File: config.mk
export PLATFORM = sky130hd
export DESIGN_NAME = mem_port_arbiter
export DESIGN_NICKNAME = d
export VERILOG_FILES = /design/src/rtl/mem_port_arbiter.sv
export SDC_FILE = /design/constraint.sdc
export NUM_CORES = 1
export LEC_CHECK = 0
export ABC_AREA = 1
export CORE_AREA = 2 2 122 124
export DETAILED_ROUTE_END_ITERATION = 8
export DIE_AREA = 0 0 124 126
export HOLD_SLACK_MARGIN = 0.05
export PLACE_DENSITY = 0.8
export SYNTH_ARGS = -nofsm -noshare
export SYNTH_HDL_FRONTEND = slang
export SYNTH_SLANG_ARGS = --single-unit
File: constraint.sdc
create_clock -name clk -period 5.5 [get_ports clk]
set_input_delay 0.55 -clock clk [delete_from_list [all_inputs] [get_ports clk]]
set_output_delay 0.55 -clock clk [all_outputs]
set_load 0.1 [all_outputs]
File: src/rtl/mem_port_arbiter.sv
// Shares one memory port between instruction fetch and load/store; data requests win.
// Optional ARB_TIMEOUT_EN macro adds a per-transaction busy timeout and sticky err flag.
module mem_port_arbiter #(
    parameter int ADDR_W  = 32,
    parameter int DATA_W  = 32,
    parameter int TIMEOUT = 255
) (
    input  logic              clk,
    input  logic              rst,
    input  logic              i_req,
    input  logic [ADDR_W-1:0] i_addr,
    output logic              i_ack,
    output logic [DATA_W-1:0] i_data,
    input  logic              d_read,
    input  logic              d_write,
    input  logic [ADDR_W-1:0] d_addr,
    input  logic [DATA_W-1:0] d_wdata,
    input  logic [3:0]        d_sel,
    output logic              d_ack,
    output logic [DATA_W-1:0] d_rdata,
    output logic              bus_read,
    output logic              bus_write,
    output logic [ADDR_W-1:0] bus_addr,
    output logic [DATA_W-1:0] bus_wdata,
    output logic [3:0]        bus_sel,
    input  logic [DATA_W-1:0] bus_rdata,
    input  logic              bus_busy,
    output logic              stall,
    output logic              err
);

    localparam logic [1:0] IDLE  = 2'd0;
    localparam logic [1:0] FETCH = 2'd1;
    localparam logic [1:0] DATA  = 2'd2;
    localparam logic [1:0] DONE  = 2'd3;

    localparam logic [DATA_W-1:0] NOP = DATA_W'(32'h0000_0013);

    logic [1:0] state_reg;

`ifdef ARB_TIMEOUT_EN
    localparam int CNT_W = ($clog2(TIMEOUT + 1) > 8) ? $clog2(TIMEOUT + 1) : 8;
    logic [CNT_W-1:0] cnt_reg;
    logic             err_reg;
    assign err = err_reg;
`else
    assign err = 1'b0;
`endif

    // Freeze the core while any request has not yet been acknowledged.
    assign stall = (i_req & ~i_ack) | ((d_read | d_write) & ~d_ack);

    always_ff @(posedge clk or posedge rst) begin
        if (rst) begin
            state_reg <= IDLE;
            i_ack     <= 1'b0;
            d_ack     <= 1'b0;
            i_data    <= NOP;
            d_rdata   <= '0;
            bus_read  <= 1'b0;
            bus_write <= 1'b0;
            bus_addr  <= '0;
            bus_wdata <= '0;
            bus_sel   <= '0;
`ifdef ARB_TIMEOUT_EN
            cnt_reg   <= '0;
            err_reg   <= 1'b0;
`endif
        end else begin
            i_ack <= 1'b0;
            d_ack <= 1'b0;
            case (state_reg)
                IDLE: begin
                    if (d_read | d_write) begin
                        // A store wins when both read and write are raised.
                        state_reg <= DATA;
                        bus_write <= d_write;
                        bus_read  <= ~d_write;
                        bus_addr  <= d_addr;
                        bus_wdata <= d_wdata;
                        bus_sel   <= d_sel;
`ifdef ARB_TIMEOUT_EN
                        cnt_reg   <= '0;
`endif
                    end else if (i_req) begin
                        state_reg <= FETCH;
                        bus_read  <= 1'b1;
                        bus_write <= 1'b0;
                        bus_addr  <= i_addr;
                        bus_sel   <= 4'hF;
`ifdef ARB_TIMEOUT_EN
                        cnt_reg   <= '0;
`endif
                    end
                end
                FETCH, DATA: begin
                    if (!bus_busy) begin
                        state_reg <= DONE;
                        bus_read  <= 1'b0;
                        bus_write <= 1'b0;
                        if (state_reg == FETCH) begin
                            i_ack  <= 1'b1;
                            i_data <= bus_rdata;
                        end else begin
                            d_ack <= 1'b1;
                            if (bus_read) begin
                                d_rdata <= bus_rdata;
                            end
                        end
                    end
`ifdef ARB_TIMEOUT_EN
                    // The busy cycle that brings the count to TIMEOUT abandons the access.
                    else if (cnt_reg == CNT_W'(TIMEOUT - 1)) begin
                        state_reg <= DONE;
                        bus_read  <= 1'b0;
                        bus_write <= 1'b0;
                        err_reg   <= 1'b1;
                        if (state_reg == FETCH) begin
                            i_ack  <= 1'b1;
                            i_data <= NOP;
                        end else begin
                            d_ack   <= 1'b1;
                            d_rdata <= '0;
                        end
                    end else begin
                        cnt_reg <= cnt_reg + 1'b1;
                    end
`endif
                end
                default: begin
                    state_reg <= IDLE;
                end
            endcase
        end
    end

endmodule

-- After elaboration in Yosys (flattened, before gate mapping)
Cells that the tools add are included.
- flip-flop bits (word level): 138
- input bits: 138
- output and inout bits: 138
- word-level logic and storage cells: 54
- eq/ne operators: 4
- mux-type cells: 21
- bitwise operators: 9
- reductions and logical operators: 10
- operators with widths (operator ; number):
    32-bit 2-to-1 mux ; 2
    1-bit 2-to-1 mux ; 11
    4-bit 2-to-1 mux ; 2
    2-bit 2-to-1 mux ; 3
    2-bit AND reduction ; 3
    3-bit AND reduction ; 2
    1-bit inverter ; 5
    1-bit case mux with 2 select lines ; 2
    2-bit case mux with 2 select lines ; 1
    4-bit AND reduction ; 1
    2-bit nonzero test ; 2
    3-bit != test (second input constant) ; 1
    1-bit bitwise AND ; 2
    2-bit by 1-bit == test with 1-bit output (second input constant) ; 1
    2-bit == test (second input constant) ; 1
    2-bit zero test ; 1
    2-bit != test (second input constant) ; 1
    1-bit OR ; 2
    2-bit OR reduction ; 1

-- Depth between registers and ports, before layout
Gate-level depths: netlist of the first run.
- word-level depth: 4
- depth in mapped cells: 8
- depth with buffers taken out: 7

-- Least setup slack after synthesis of the first run
No wires, ideal clock.
- path type: input-to-output
- start: input port d_write
- end: output port stall
- arrival: 2428 ps
- data required time: 4950 ps
- slack: 2522 ps
- stages on the path: 4
- buffers on the path: 2
- cells stage by stage: buf_2 -> nor2_4 -> buf_2 -> o22ai_1
- word-level cells in the longest chain between the ends: 3
- RTL lines (what ; line ; source):
    start, declared ; 15 ; input logic d_write,
    1-bit OR ; 51 ; assign stall = (i_req & ~i_ack) | ((d_read | d_write) & ~d_ack);
    1-bit bitwise AND ; 51 ;
    1-bit OR ; 51 ;
    end, declared ; 28 ; output logic stall,
Every way passes these cells.

-- Final worst setup path of the first run
Same ends and word-level chain as after synthesis.

==> results of run 1 <==
-- critical path, delay by kind of cell --
| kind | cells | cell delay [ps] |
|---|---|---|
| buf+inv | 3 | 1940 |
| compound gates | 1 | 150 |
| simple gates | 1 | 70 |
-- stage by stage --
step / cells / setup slack, ps
5_1_grt: 1138 / 2110
3_3_place_gp: 1106 / 2280
3_5_place_dp: 1106 / 2230
2_1_floorplan: 680 / 1260
6_report: 1138 / 2220
4_1_cts: 1138 / 2230
-- cell usage after synthesis (2+ instances only) --
cell and count:
buf_4 2, inv_1 74, nor2_1 8, buf_2 12, buf_6 4, dfstp_2 3, clkbuf_1 19, o21ai_0 119
dfrtp_1 135, ha_1 5, nand2_1 271, o21ai_1 14, nor3_1 4
-- final cells by class --
type	count	area share [%]
timing repair buffer	280	30.3
multi-input combinational	430	20.3
clock buffer	18	4.77
sequential	138	37.5
inverter	74	3.07
tap	184	2.50
clock inverter	14	1.59
-- worst min path at each step --
stage / endpoint
2_1_floorplan: state_reg[1]
3_3_place_gp: bus_wdata[19]
3_5_place_dp: bus_wdata[24]
4_1_cts: bus_wdata[24]
5_1_grt: i_data[0]
6_report: bus_wdata[0]
-- layer usage --
layer	share of wire (%)	wire length (µm)	track usage (%)	vias to the layer above
met2	47	7710	34.2	197
met5	0	0	0	-
li1	-	-	-	2612
met4	2.3	374	8.79	0
met1	40	6550	24.9	2400
met3	11	1750	9.10	27
-- cells by family after synthesis --
| family | share of synthesized area [%] |
|---|---|
| other | 0.0647 |
| DFF | 59.7 |
| and+or+nand+nor | 19.0 |
| adders and majority gates | 1.08 |
| AOI/OAI and AO/OA | 12.0 |
| buffers and inverters | 8.16 |
==> impl_metrics.yaml, run 1 <==
sta:
  maxSlewViolCount: 0
  fin_hold_ws_ps: 474
  finClkSkew_ps: 7.40
  period_share_pct: 59.6
  tightest_slew_ps: 1060
  maxSlewHeadroom_pct: 29.4
  period_needed_ps: 3280
  hold_viol: 0
  rsz0062_at_grt: "false"
  setup_viol: 0
  fmax_mhz: 305
  setup_tns_ps: 0
synth:
  synth_cell_types: 23
  synth_edf_count: 0
  synth_area_leaders: "dfrtp_1 (58%), nand2_1 (18%), o21ai_0 (10%), inv_1 (4.8%), dfstp_2 (1.4%)"
  synth-seq-cells: 138
  syn_area_per_cell_um2: 8.52
  synth_top_area_share_pct: 58.3
  ys.flop_type: "dfrtp_1"
  ys_warn_count: 0
  yosysTopAreaCell: "dfrtp_1"
  synth_fp_nets: 823
  ys_seq_area_share_pct: 59.7
  synthArstFlopShare_pct: 100
  synthesis.area_um2: 5800
  syn-instance-count: 680
floorplan:
  coreArea_um2: 14300
  io_pins: 276
  die_y_um: 126
  die_w_um: 124
  dieArea_um2: 15600
  start_util_pct: 40.5
  std_cell_rows: 44
setup_path:
  reg2reg_from: "state_reg[0]"
  cp_data_required_time_ps: 4950
  critPathMaxFanout: 36
  crit_chain: "clkdlybuf4s50_1, buf_4, nor2_4, o22ai_1, clkdlybuf4s50_1"
  cp-end-kind: "primary output"
  critical_path.max_stage_delay_ps: 1160
  ff2ff_setup_slack_ps: 3280
  slowest_stage: "clkdlybuf4s50_1"
  cp-endpoint: "stall"
  cp_data_arrival_time_ps: 2730
  ff2ff_path_depth: 6
  crit_path_start_kind: "primary input"
  crit_type: "primary input to primary output"
  crit_top_cell: "clkdlybuf4s50_1"
  critPathLaunch: "d_write"
  r2r_end: "d_rdata[18]"
clock_network:
  ctsResizeCount: 0
  postCtsHoldBufs: 0
  h-tree-depth: 4
  clk_latency_ps: 410
  cts_setup_buffers: 0
  clock_path_buffers: 2
  cts_made_buffers: 17
  path_clk_slew_ps: 60
  root_buffer: "clkbuf_16"
  cts_tree: "yes"
  cts.sinks: 138
worst_hold_path:
  whs_path_depth: 2
  worstHoldStart: "bus_wdata[0]"
  min_path_type: "flop to flop"
layout:
  drive_gt1_share_pct: 5.14
  fillers: 1198
  finalCoreUtilization_pct: 64.4
  antenna_cells: 0
  design_area_um2: 9210
  finish.net_count: 1084
  area_growth_pct: 58.9
  layout_commonest_cell: "clkdlybuf4s50_1"
  final_cell_mix: "clkdlybuf4s50_1 (274), nand2_1 (270), dfrtp_1 (135)"
  multi_input_area_um2: 1870
  register_area_um2: 3460
global_routing:
  grt-ovfl-total: 0
  grt.total_usage_pct: 21.3
  grt_pass1_vias: 5077
  grt_pass1_wl_um: 25600
  grt_max_degree: 90
  antenna_found_initial: 0
route:
  antenna_left: 0
  num_vias: 5236
  viasPerCell: 4.60
  drc: 0
  post_drt_wl_per_cell_um: 14.4
  drtPass1Iterations: 4
  drt-initial-drc-count: 246
  wl_um: 16400
job:
  max_cap_violations: 0
place:
  placed_cell_area_um2: 8630
  gp_congestion: 0.766
  dp_hpwl_um: 11300
  portBuffers: 274
run_status:
  status: "finished, final reports clean"
Power of run 1 is left out: the tool's default activity adds up to more than one toggle a clock period on the data nets, which glitch-free logic cannot reach.
==> inputs of run 2 (changes only) <==
- CORE_AREA: 2 2 122 124 -> 2 2 129 131
- DIE_AREA: 0 0 124 126 -> 0 0 131 133
- PLACE_DENSITY: 0.8 -> 0.75
- clock period: 5.5 -> 3 ns (I/O delays scaled with it)
==> run 2 against run 1 <==
  * Clock skew is 4.8 ps higher
  * Utilization fell by 8.4 points
  * Non-clock buffer count increased by 3
  * Critical path type is now flop to primary output
  * Largest cell class unchanged
==> impl_metrics.yaml, run 2 (synthesis results as in run 1) <==
sta:
  fmax_mhz: 450
  setup_slack_ps: 779
  setup_tns_ps: 0
  period_share_pct: 74.0
  period_needed_ps: 2220
  fin_hold_ws_ps: 361
  setup_viol: 0
  rsz0062_at_grt: "false"
  hold_viol: 0
  finClkSkew_ps: 12.2
  tightest_slew_ps: 1040
  maxSlewHeadroom_pct: 30.6
  maxSlewViolCount: 0
global_routing:
  grt_max_degree: 66
  antenna_found_initial: 0
  grt-ovfl-total: 0
  grt_pass1_vias: 5121
  grt.total_usage_pct: 18.9
  grt_pass1_wl_um: 25600
floorplan:
  io_pins: 276
  std_cell_rows: 47
  die_y_um: 133
  start_util_pct: 35.8
  coreArea_um2: 16200
  die_w_um: 131
  dieArea_um2: 17400
clock_network:
  cts.sinks: 138
  clock_path_buffers: 2
  root_buffer: "clkbuf_16"
  ctsResizeCount: 0
  cts_setup_buffers: 0
  clk_latency_ps: 420
  path_clk_slew_ps: 70
  cts_made_buffers: 17
  cts_tree: "yes"
  h-tree-depth: 4
  postCtsHoldBufs: 0
layout:
  fillers: 1491
  drive_gt1_share_pct: 16.6
  layout_commonest_cell: "nand2_1"
  final_cell_mix: "nand2_1 (270), clkdlybuf4s50_1 (167), dfrtp_1 (135)"
  antenna_cells: 0
  finish.net_count: 1087
  finalCoreUtilization_pct: 56.0
  area_growth_pct: 56.2
route:
  drt-initial-drc-count: 200
  num_vias: 5145
  routed-wl-met2_um: 8290
  drtPass1Iterations: 4
  post_drt_wl_per_cell_um: 14.1
  viasPerCell: 4.37
  wl_met1_um: 6740
  wl_um: 16600
  drc: 0
  met3_wirelength_um: 1260
  antenna_left: 0
  top_layer: "met4"
setup_path:
  reg2reg_from: "state_reg[0]"
  slowest_stage: "clkdlybuf4s50_1"
  critPathMaxFanout: 2
  crit_type: "flop to primary output"
  critical_path.top_delay_family: "buffers and inverters"
  cp_data_arrival_time_ps: 1920
  critPathLaunch: "i_data[28]"
  cp.buffers_inverters: 1
  cp-end-kind: "primary output"
  crit_chain: "clkdlybuf4s50_1"
  critical_path.max_stage_delay_ps: 1140
  crit_path_start_kind: "flop"
  cp_data_required_time_ps: 2700
job:
  max_cap_violations: 0
place:
  portBuffers: 274
  dp_hpwl_um: 11900
  gp_congestion: 0.755
  dp_worst_setup_slack_ps: 800
run_status:
  status: "finished, final reports clean"
worst_hold_path:
  min_path_type: "primary input to asynchronous set/reset pin"
[run 2: per-stage QoR]
stage               cell area (µm²)  std cells
finish                         9050       1177
global placement               8470       1145
CTS                            9050       1177
floorplan                      5800        680
global route                   9050       1177
detailed placement             8470       1145
[run 2: cell type report]
type	count	area (µm²)	area share, %
Clock inverter	15	153	1.69
Tap cell	220	275	3.04
Clock buffer	17	425	4.70
Inverter	74	282	3.11
Sequential cell	138	3460	38.2
Multi-Input combinational cell	430	1870	20.6
Timing Repair Buffer	283	2590	28.6
[run 2: final timing paths]
| path | to | slack, ps | cells after the start |
|---|---|---|---|
| setup / recovery | i_data[28] | 780 | 1 |
| hold / removal | bus_addr[27] | 360 | 2 |
| setup reg to reg | d_rdata[2] | 1110 | 7 |
| hold reg to reg | bus_wdata[12] | 480 | 2 |
| max in group asynchronous | i_data[0] | 1850 | 3 |
| min in group clk | bus_wdata[28] | 420 | 3 |
[run 2: per-layer routing]
metal | global-route usage, % | vias to the layer above
met3 | 5.58 | 19
met2 | 31.9 | 173
met1 | 22.5 | 2333
met5 | 0 | -
li1 | - | 2620
met4 | 6.91 | 0
Power of run 2 is left out for the same reason.
